==> src/rtl/serial_adder_if.sv <==
// serial_adder_if
// Bundles the request/operand and result/status signals of the bit-serial
// adder so the requester and the adder connect through one port.
//   master : drives start, a, b, c_in; observes sum, c_out, busy, done
//   slave  : the adder side (inputs/outputs mirrored)
// WIDTH must match the WIDTH of the serial_adder it is connected to.
interface serial_adder_if #(
    parameter int WIDTH = 4
) ();
    logic             start;
    logic [WIDTH-1:0] a;
    logic [WIDTH-1:0] b;
    logic             c_in;
    logic [WIDTH-1:0] sum;
    logic             c_out;
    logic             busy;
    logic             done;

    modport master (
        output start, a, b, c_in,
        input  sum, c_out, busy, done
    );

    modport slave (
        input  start, a, b, c_in,
        output sum, c_out, busy, done
    );
endinterface

==> src/rtl/serial_adder.sv <==
// serial_adder
// Bit-serial ripple adder: computes {c_out, sum} = a + b + c_in one bit per
// clock, LSB first, with a single full-adder cell and a carry flop.
// Ports:
//   clk  - rising-edge clock
//   rst  - synchronous, active-high reset (priority over everything)
//   bus  - serial_adder_if.slave:
//            start (in, sampled only when idle), a/b/c_in (in, captured on
//            accepted start), sum/c_out (out, registered, updated only on
//            completion), busy (out), done (out, one-cycle pulse)
// Latency: start accepted at E0, done high after edge E_WIDTH, idle again
// after E_(WIDTH+1); one operation per WIDTH+2 cycles.
module serial_adder #(
    parameter int WIDTH = 4
) (
    input  logic          clk,
    input  logic          rst,
    serial_adder_if.slave bus
);

    localparam int CW = $clog2(WIDTH) + 1;
    localparam logic [CW-1:0] CNT_ONE  = {{(CW-1){1'b0}}, 1'b1};
    localparam logic [CW-1:0] CNT_LAST = CW'(WIDTH - 1);

    typedef enum logic [1:0] {
        ST_IDLE  = 2'd0,
        ST_SHIFT = 2'd1,
        ST_DONE  = 2'd2
    } state_t;

    state_t           state_r;
    state_t           state_next_s;

    logic [WIDTH-1:0] a_r;
    logic [WIDTH-1:0] b_r;
    logic [WIDTH-1:0] acc_r;
    logic             carry_r;
    logic [CW-1:0]    cnt_r;

    logic [WIDTH-1:0] sum_r;
    logic             c_out_r;
    logic             busy_r;
    logic             done_r;

    logic             sum_bit_s;
    logic             carry_next_s;
    logic [WIDTH-1:0] acc_next_s;
    logic             last_bit_s;

    // Full-adder sum bit.
    function automatic logic xor3(input logic x, input logic y, input logic z);
        return x ^ y ^ z;
    endfunction

    // Full-adder carry: majority of the three inputs.
    function automatic logic maj3(input logic x, input logic y, input logic z);
        return (x & y) | (x & z) | (y & z);
    endfunction

    // Single full-adder cell operating on the current LSBs and carry.
    always_comb begin
        sum_bit_s    = xor3(a_r[0], b_r[0], carry_r);
        carry_next_s = maj3(a_r[0], b_r[0], carry_r);
        // New bit enters at the MSB; after WIDTH shifts bit 0 is the LSB.
        acc_next_s   = {sum_bit_s, acc_r[WIDTH-1:1]};
        last_bit_s   = (cnt_r == CNT_LAST);
    end

    // Next-state logic for the IDLE -> SHIFT -> DONE sequence.
    always_comb begin
        state_next_s = state_r;
        case (state_r)
            ST_IDLE: begin
                if (bus.start) begin
                    state_next_s = ST_SHIFT;
                end else begin
                    state_next_s = ST_IDLE;
                end
            end
            ST_SHIFT: begin
                if (last_bit_s) begin
                    state_next_s = ST_DONE;
                end else begin
                    state_next_s = ST_SHIFT;
                end
            end
            ST_DONE: begin
                state_next_s = ST_IDLE;
            end
            default: begin
                state_next_s = ST_IDLE;
            end
        endcase
    end

    // State register.
    always_ff @(posedge clk) begin
        if (rst) begin
            state_r <= ST_IDLE;
        end else begin
            state_r <= state_next_s;
        end
    end

    // Operand capture, bit-serial datapath and registered outputs.
    always_ff @(posedge clk) begin
        if (rst) begin
            a_r     <= '0;
            b_r     <= '0;
            acc_r   <= '0;
            carry_r <= 1'b0;
            cnt_r   <= '0;
            sum_r   <= '0;
            c_out_r <= 1'b0;
            busy_r  <= 1'b0;
            done_r  <= 1'b0;
        end else begin
            case (state_r)
                ST_IDLE: begin
                    done_r <= 1'b0;
                    // Operands are only looked at here, so anything driven
                    // on a/b/c_in outside an accepted start cannot leak out.
                    if (bus.start) begin
                        a_r     <= bus.a;
                        b_r     <= bus.b;
                        carry_r <= bus.c_in;
                        acc_r   <= '0;
                        cnt_r   <= '0;
                        busy_r  <= 1'b1;
                    end else begin
                        busy_r  <= 1'b0;
                    end
                end
                ST_SHIFT: begin
                    carry_r <= carry_next_s;
                    acc_r   <= acc_next_s;
                    a_r     <= {1'b0, a_r[WIDTH-1:1]};
                    b_r     <= {1'b0, b_r[WIDTH-1:1]};
                    cnt_r   <= cnt_r + CNT_ONE;
                    // Results are published only here, so partial sums
                    // never appear on sum/c_out.
                    if (last_bit_s) begin
                        sum_r   <= acc_next_s;
                        c_out_r <= carry_next_s;
                        busy_r  <= 1'b0;
                        done_r  <= 1'b1;
                    end else begin
                        busy_r  <= 1'b1;
                        done_r  <= 1'b0;
                    end
                end
                ST_DONE: begin
                    busy_r <= 1'b0;
                    done_r <= 1'b0;
                end
                default: begin
                    busy_r <= 1'b0;
                    done_r <= 1'b0;
                end
            endcase
        end
    end

    assign bus.sum   = sum_r;
    assign bus.c_out = c_out_r;
    assign bus.busy  = busy_r;
    assign bus.done  = done_r;

endmodule
==> src/flat_wrapper.sv <==
// flat-port wrapper written by rule: the top's interface ports become plain ports
module serial_adder_flat 
#(
    parameter int WIDTH = 4
)
  (clk, rst, bus_start, bus_a, bus_b, bus_c_in, bus_sum, bus_c_out, bus_busy, bus_done);
  serial_adder_if #(.WIDTH(WIDTH)) bus_i ();
  input  logic clk;
  input  logic rst;
  input wire logic [$bits(bus_i.start)-1:0] bus_start;
  input wire logic [$bits(bus_i.a)-1:0] bus_a;
  input wire logic [$bits(bus_i.b)-1:0] bus_b;
  input wire logic [$bits(bus_i.c_in)-1:0] bus_c_in;
  output wire logic [$bits(bus_i.sum)-1:0] bus_sum;
  output wire logic [$bits(bus_i.c_out)-1:0] bus_c_out;
  output wire logic [$bits(bus_i.busy)-1:0] bus_busy;
  output wire logic [$bits(bus_i.done)-1:0] bus_done;
  assign bus_i.start = bus_start;
  assign bus_i.a = bus_a;
  assign bus_i.b = bus_b;
  assign bus_i.c_in = bus_c_in;
  assign bus_sum = bus_i.sum;
  assign bus_c_out = bus_i.c_out;
  assign bus_busy = bus_i.busy;
  assign bus_done = bus_i.done;
  serial_adder #(.WIDTH(WIDTH)) u_core (.clk(clk), .rst(rst), .bus(bus_i));
endmodule
==> config.mk <==
export PLATFORM = sky130hd
export DESIGN_NAME = serial_adder_flat
export DESIGN_NICKNAME = d
export VERILOG_FILES = /design/src/rtl/serial_adder_if.sv /design/src/rtl/serial_adder.sv /design/src/flat_wrapper.sv
export SDC_FILE = /design/constraint.sdc
export NUM_CORES = 1
export LEC_CHECK = 0
export CORE_MARGIN = 5
export CORE_UTILIZATION = 48
export CTS_CLUSTER_DIAMETER = 200
export DETAILED_ROUTE_END_ITERATION = 10
export GPL_ROUTABILITY_DRIVEN = 0
export PLACE_DENSITY_LB_ADDON = 0.25
export SETUP_SLACK_MARGIN = 0.05
export SKIP_CTS_REPAIR_TIMING = 1
export SYNTH_ARGS = -nofsm -noshare
export SYNTH_HDL_FRONTEND = slang
export SYNTH_SLANG_ARGS = --single-unit
export TNS_END_PERCENT = 30
==> constraint.sdc <==
create_clock -name clk -period 1.8 [get_ports clk]
set_clock_uncertainty 0.15 [all_clocks]
set_input_delay 0.36 -clock clk [delete_from_list [all_inputs] [get_ports clk]]
set_output_delay 0.36 -clock clk [all_outputs]
set_load 0.01 [all_outputs]
==> flow_results.org, run 1 <==
** Route
- Via count :: 714
- The first detailed-routing pass ran for 4 iterations.
- Violation count after the first detailed-route iteration :: 11
- Average wire length per cell after detail routing :: roughly 12 um
- Total wirelength of the detailed-routed design :: 1710 um
- In the routed layout, each cell is associated on average with a via count of about 5.2.
- Antenna violation net count after detailed routing :: 0
- # DRC :: 0

** Power
- For this design the total switching power over the nets is 0.226 mW.
- Internal portion of total power :: 0.673 mW
- The clock network accounts for 26.7% of the total power.
- Per report_power, the combinational group accounts for between 10% and 20% of the total.
- Across the VDD grid, the largest voltage drop is 499 uV.
- Sequential power share :: 60.8%
- Cell area power density :: 784 nW/um^2
- Of the total power, the share spent switching nets is 25.1%.
- In this run the static leakage power is 0.451 nW.

** Yosys
- Summed over its instances, the top area cell type makes up 50.1% of the synthesized netlist area.
- Multiplexer share of the synthesized area :: roughly 8.7%
- In the synthesized netlist the dominant register cell turns out to be sky130_fd_sc_hd__dfxtp_1.
- Synthesis inferred 23 register bits.
- XOR/XNOR share of the synthesized area :: 0%
- Averaged over all synthesized cells, the footprint is 9.89 um^2.
- The Yosys step of the flow raised 0 warnings.
- The synthesized design contains 0 enable-type register cells.
- Counting flops with an async set or reset pin after synthesis yields a share of 0%.
- By area, the combinational part of the netlist is dominated by compound AO/OA/AOI/OAI gates.
- When the netlist entered floorplanning its net count stood at 108.
- Synth Area in Adders :: 4.90%
- In this run the cell area of the synthesized design comes to 920 um^2.
- Counting distinct cell types in the post-synthesis netlist gives 21.
- Summed over all instances, the cell type with the most area after synthesis is sky130_fd_sc_hd__dfxtp_1.
- Instance count of the mapped netlist :: 93
- Largest cells by area after synthesis :: sky130_fd_sc_hd__dfxtp_1 50%, sky130_fd_sc_hd__mux2i_1 8.7%, sky130_fd_sc_hd__nor2_1 6.9%, sky130_fd_sc_hd__a211oi_1 6.5%, sky130_fd_sc_hd__a22oi_1 4.9%
- Area share of and/or/nand/nor cells after synthesis :: between 15 and 20%
- The share of the Yosys chip area taken by registers is about half.
- Summing the areas of all compound-gate instances in the mapped netlist gives 16.3% of the synthesized area.

** Critical path
- Startpoint type of the worst setup path :: register
- Together, buffers and inverters on the worst path number 1.
- STA classifies the critical path endpoint as an output port.
- Data on the critical path arrives at its endpoint at 1190 ps.
- Kind of critical path :: register to output port
- Largest incremental delay on the critical path :: 540 ps
- Slowest stage cell on the critical path :: sky130_fd_sc_hd__clkdlybuf4s50_1
- In this run the worst path has a maximum fanout of 2.
- Data on the critical path is required at its endpoint by 1290 ps.
- Worst path cell trace :: clkdlybuf4s50_1
- Family with the most delay on the worst path :: buffers and inverters

** Cells and area
- Number of nets in the layout :: around 130
- Share of cells above drive strength 1 :: 8.93%
- Post-route insts no fill :: 137
- Synthesis-to-finish area growth :: 24.6%
- Diodes inserted :: 0
- Fill count :: about 160

** STA
- Count of final hold-check violations :: 0
- Final setup viols :: 0
- Derived from the worst setup path, the maximum achievable clock frequency is 587 MHz.
- Dividing the final minimum period by the clock period gives 94.7%.
- Number of max-slew violations in the final report :: 0
- Slew of the pin with the lowest slew margin :: 436 ps
- In this run the tightest slew margin relative to its limit is 71.0%.
- RSZ-0062 raised after global routing :: yes
- Min cycle time layout :: 1700 ps
- Setup slack on the critical path of the routed design comes to approximately 96 ps.
- Sum Neg Setup Slack :: 0 ps

** Place
- In this run the tool buffered the top-level ports with 18 buffer cells.
- Placed Cells incl. Taps :: approximately 130
- The HPWL after detailed placement is about 1200 um.
- Worst setup slack before clock tree synthesis :: -2.14 ps

** Clock network
- Clock transition time at the flip-flop clock pins of the worst setup and hold paths :: 130 ps
- Number of clock buffers inserted by TritonCTS :: 3
- Clock tree synthesis found a total of 23 sinks.
- Clock tree from TritonCTS :: built
- CTS built an H-tree with a depth of 1.
- Clock latency of the later-clocked register in the worst-skew pair :: 310 ps
- Root buffer selected by CTS :: sky130_fd_sc_hd__clkbuf_4
- Maximum count of clock buffers along a single path :: 2

** Global route
- Initial antenna violation count :: 0
- Global-route wire length before repair :: 2700 um
- All-Layer GR Usage :: 13.1%
- Number of global-route vias before repair :: 631
- Maximum number of pins on one net before global-route repair :: 24
- For this run the aggregate overflow at the end of global routing stands at 0.

** Floorplan
- Die width :: 53.8 um
- Measured along the y axis, the die boundary spans 53.8 um.
- In this run the core area contains 15 standard-cell rows.
- # IOs :: 19
- The initial utilization of the core area, before any placement, comes to 51.6%.
- The die covers approximately 2900 um^2.
- Core area :: 1780 um^2

** Min path
- Class of the worst hold path :: register to register

** Run
- Maximum Capacitance Violations :: 0

** Status
- Result of the run :: complete, no violations
final timing paths:
check	start	to	slack [ps]	cells after the start
worst min register to register	u_core.bus.sum[3]	u_core.bus.sum[3]	310	2
worst max-delay path	u_core.bus.sum[0]	bus_sum[0]	100	1
worst max register to register	u_core.cnt_r[0]	u_core.bus.sum[0]	220	5
worst min-delay path	u_core.bus.sum[3]	u_core.bus.sum[3]	310	2
Yosys cell counts (2+ instances only):
| master | number |
|---|---|
| sky130_fd_sc_hd__a22oi_1 | 6 |
| sky130_fd_sc_hd__dfxtp_1 | 23 |
| sky130_fd_sc_hd__clkbuf_1 | 2 |
| sky130_fd_sc_hd__nand2_1 | 5 |
| sky130_fd_sc_hd__nor2_1 | 17 |
| sky130_fd_sc_hd__ha_1 | 2 |
| sky130_fd_sc_hd__nand3_1 | 5 |
| sky130_fd_sc_hd__a21oi_1 | 5 |
| sky130_fd_sc_hd__buf_4 | 2 |
| sky130_fd_sc_hd__mux2i_1 | 8 |
| sky130_fd_sc_hd__a211oi_1 | 8 |
registers in the layout (all words and copies together), names as in the netlist, 2 cells and up:
| signal | count |
|---|---|
| u_core.a_r | 4 |
| u_core.b_r | 4 |
| u_core.bus.sum | 4 |
| u_core.acc_r | 3 |
| u_core.cnt_r | 3 |
| u_core.state_r | 2 |
logic make-up (layout without fill, tap and decap cells):
family / count (synthesis) / after routing
and+or+nand+nor: 32 / 32
muxes: 8 / 8
buffers and inverters: 6 / 25
adders and majority gates: 3 / 3
AOI/OAI and AO/OA: 21 / 21
DFF: 23 / 23
cells in the final DEF, fill, tap and decap left out, types with 3 or more instances in the layout:
cell type,instances
sky130_fd_sc_hd__clkbuf_4,3
sky130_fd_sc_hd__nand2_1,5
sky130_fd_sc_hd__mux2i_1,8
sky130_fd_sc_hd__a21oi_1,5
sky130_fd_sc_hd__nor2_1,17
sky130_fd_sc_hd__a211oi_1,8
sky130_fd_sc_hd__nand3_1,5
sky130_fd_sc_hd__dfxtp_1,22
sky130_fd_sc_hd__a22oi_1,6
sky130_fd_sc_hd__clkdlybuf4s50_1,17
final cells by class:
type	count	area, um^2	area share, %
Multi-Input combinational cell	64	422	36.8
Sequential cell	23	464	40.5
Inverter	1	3.75	0.328
Clock buffer	3	22.5	1.97
Clock inverter	1	5.00	0.437
Timing Repair Buffer	20	198	17.2
Tap cell	25	31.3	2.73
through the flow:
step                area, um^2  power [mW]  hold slack [ps]  utilization [%]
floorplan                  920       0.628              283                -
global placement          1110       0.667              293             62.4
detailed placement        1110       0.672              296             62.4
CTS                       1140       0.904              314             63.9
global route              1150       0.938              340             64.3
finish                    1150       0.899              312             64.3
power groups by stage:
stage	combinational (mW)	clock [mW]	sequential (mW)
2_1_floorplan	0.0723	0	0.556
3_3_place_gp	0.110	0	0.558
3_5_place_dp	0.113	0	0.558
4_1_cts	0.114	0.243	0.547
5_1_grt	0.125	0.263	0.550
6_report	0.113	0.240	0.546
per-layer routing:
| metal | wire [um] | vias to the layer above | global-route usage, % |
|---|---|---|---|
| met3 | 101 | 4 | 3.60 |
| li1 | - | 366 | - |
| met1 | 838 | 330 | 16.3 |
| met4 | 27 | 0 | 6.38 |
| met5 | 0 | - | 0 |
| met2 | 743 | 14 | 20.6 |
No activity file was read; power rests on OpenSTA's default activity.
==> inputs of run 2 (changes only) <==
- HOLD_SLACK_MARGIN: default -> 0.02
- TNS_END_PERCENT: 30 -> default
==> run 2 against run 1 <==
Effect of this change: core utilization grew 0.42 points; critical path depth is the same; die area is the same; cell count is the same; critical endpoint is now bus_sum[2].
==> flow_results.org, run 2 (synthesis results as in run 1) <==
** Cells and area
- Share of cells above drive strength 1 :: 8.93% (unchanged)
- The area added between synthesis and finish came to 25.4% (was 24.6%).
- Most used cells in the layout excluding fill and tap cells: 22 x sky130_fd_sc_hd__dfxtp_1, 17 x sky130_fd_sc_hd__nor2_1, 14 x sky130_fd_sc_hd__clkdlybuf4s50_1 (was 22 x sky130_fd_sc_hd__dfxtp_1, 17 x sky130_fd_sc_hd__nor2_1, 17 x sky130_fd_sc_hd__clkdlybuf4s50_1).
- The commonest non-fill, non-tap cell in the layout is sky130_fd_sc_hd__dfxtp_1 (unchanged).
- Post-route insts no fill :: 137 (unchanged)
- Finished layout cell area :: 1150 um^2 (about the same)
- Number of nets in the layout :: 128 (unchanged)
- Fill count :: 161 (was 163)
- Diodes inserted :: 0 (unchanged)

** Critical path
- Stages on worst setup path :: 1 (unchanged)
- The critical path startpoint category is a register (unchanged).
- Worst path cell trace: clkdlybuf4s50_1 (unchanged).
- Endpoint of the most critical register-to-register path :: u_core.bus.sum[0] (unchanged)
- Largest incremental delay on the critical path :: 530 ps (was 540 ps)
- The standard cell with the maximum stage delay on the critical path was sky130_fd_sc_hd__clkdlybuf4s50_1 (unchanged).
- Family with the most delay on the worst path :: buffers and inverters (unchanged)
- The startpoint of the lowest-slack register-to-register path is u_core.cnt_r[0] (unchanged).
- The type of destination of the critical path was an output port (unchanged).
- The depth of the worst register-to-register path was 5 (unchanged).
- The count of buffer and inverter cells on the critical path is 1 (unchanged).
- Worst-path maximum fanout :: 2 (unchanged)
- FF-to-FF setup slack :: 220 ps (about the same)
- Critical path required time :: 1290 ps (about the same)
- The path type of the worst setup path is register to output port (unchanged).
- Arrival time reported for the critical path endpoint :: 1190 ps (about the same)

** STA
- The final setup violation count is 0 (unchanged).
- Sum Neg Setup Slack :: 0 ps (unchanged)
- Highest achievable clock rate :: 587 MHz (about the same)
- Number of max-slew violations in the final report :: 0 (unchanged)
- The final critical-path share of the clock period came to 94.7% (about the same).
- Final Hold Slack :: 309 ps (was 312 ps)
- The shortest period the worst path allows is 1700 ps (about the same).
- Headroom to the max-slew limit :: 71.0% (about the same)
- Slew of the pin with the lowest slew margin :: 435 ps (was 436 ps)
- RSZ-0062 raised after global routing :: no (was yes)
- The final-report hold violation count came to 0 (unchanged).
- The final worst-path setup slack came to 95.2 ps (was 95.7 ps).

** Global route
- Remaining Overflow, GRT :: 0 (unchanged)
- The total routing usage reported by global routing is 13.1% (unchanged).
- The maximum number of pins on one net before global-route repair is 24 (unchanged).
- The number of antenna violations at the first check in global routing came to 0 (unchanged).
- Number of global-route vias before repair :: 631 (unchanged)
- Global-route wire length before repair :: 2700 um (unchanged)

** Min path
- Min-Delay Startpoint :: u_core.bus.c_out (was u_core.bus.sum[3])
- Worst hold path endpoint :: u_core.bus.c_out (was u_core.bus.sum[3])
- The worst hold path depth came to 2 (unchanged).
- The kind of path behind the tightest hold check is register to register (unchanged).

** Clock network
- Maximum count of clock buffers along a single path :: 2 (unchanged)
- Clock latency of the later-clocked register in the worst-skew pair :: 310 ps (about the same)
- The number of levels the H-tree was split into was 1 (unchanged).
- The clock-pin slew on the worst setup and hold paths was 130 ps (about the same).
- The clock tree from TritonCTS is built (unchanged).
- Root buffer selected by CTS :: sky130_fd_sc_hd__clkbuf_4 (unchanged)
- The sink count of the clock tree is 23 (unchanged).
- Number of clock buffers inserted by TritonCTS :: 3 (unchanged)

** Floorplan
- Row cnt :: 15 (unchanged)
- Die width :: 53.8 um (unchanged)
- # IOs :: 19 (unchanged)
- The die outline height was 53.8 um (unchanged).
- The initial core utilization was 51.6% (unchanged).
- Die Area :: 2890 um^2 (unchanged)
- The area of the core came to 1780 um^2 (unchanged).

** Route
- Average wire length per cell after detail routing :: 12.5 um (about the same)
- Via count :: 718 (was 714)
- Antenna violation net count after detailed routing :: 0 (unchanged)
- Violation count after the first detailed-route iteration :: 11 (unchanged)
- The final routed DRC violation total was 0 (unchanged).
- DRT Pass-1 Iters :: 4 (unchanged)
- Total wirelength of the detailed-routed design :: 1720 um (was 1710 um)
- The number of vias per cell after detailed routing came to 5.24 (was 5.21).

** Run
- The number of max-cap violations was 0 (unchanged).

** Place
- The post-place instance area came to 1110 um^2 (unchanged).
- Number of port buffers :: 18 (unchanged)
- DP Wirelength :: 1250 um (unchanged)
- The placement-stage worst setup slack was -2.14 ps (unchanged).
- Placed Cells incl. Taps :: 133 (unchanged)

** Power
- Leakage power of the design :: 0.507 nW (was 0.451 nW)
- Largest voltage drop on the vdd net :: 498 uV (was 499 uV)
- Cell area power density :: 779 nW/um^2 (was 784 nW/um^2)

** Status
- Result of the run :: complete, no violations (unchanged)
-- run 2: cell count changes in the layout (fill, tap and decap cells not counted), sizes merged --
cell	previous run	this run
dlymetal6s2s	1	4
clkdlybuf4s50	17	14
-- run 2: cell type report --
type / instances / area, um^2 / area share (%)
multi-input cells: 64 / 422 / 36.6
inverters: 1 / 3.75 / 0.325
clock inverters: 1 / 5.00 / 0.434
well taps: 25 / 31.3 / 2.71
flip-flops and latches: 23 / 464 / 40.2
clock buffers: 3 / 22.5 / 1.95
repair buffers: 20 / 205 / 17.8
-- run 2: worst max-delay path by stage --
| stage | endpoint | slack [ps] | start |
|---|---|---|---|
| floorplan | u_core.bus.c_out | 460 | u_core.cnt_r[0] |
| CTS | bus_busy | -110 | u_core.state_r[0] |
| detailed placement | u_core.a_r[0] | -2 | bus_start |
| global placement | u_core.b_r[0] | 70 | bus_start |
| global route | bus_sum[2] | 60 | u_core.bus.sum[2] |
| finish | bus_sum[2] | 100 | u_core.bus.sum[2] |
-- run 2: per-stage QoR --
step | power [mW] | util (%)
6_report | 0.899 | 64.7
4_1_cts | 0.904 | 63.9
5_1_grt | 0.938 | 64.7
3_5_place_dp | 0.672 | 62.4
3_3_place_gp | 0.667 | 62.4
2_1_floorplan | 0.628 | -
-- run 2: power by group --
group	total [mW]	internal [mW]	switching (mW)
clock network	0.240	0.0831	0.157
logic	0.112	0.0592	0.0531
registers	0.546	0.531	0.0156
total	0.899	0.673	0.226
-- run 2: per-layer routing --
layer / track usage (%) / up-vias / wire length, um
met4: 6.38 / 0 / 27
met5: 0 / - / 0
li1: - / 369 / -
met1: 16.3 / 331 / 839
met3: 3.60 / 4 / 106
met2: 20.6 / 14 / 743
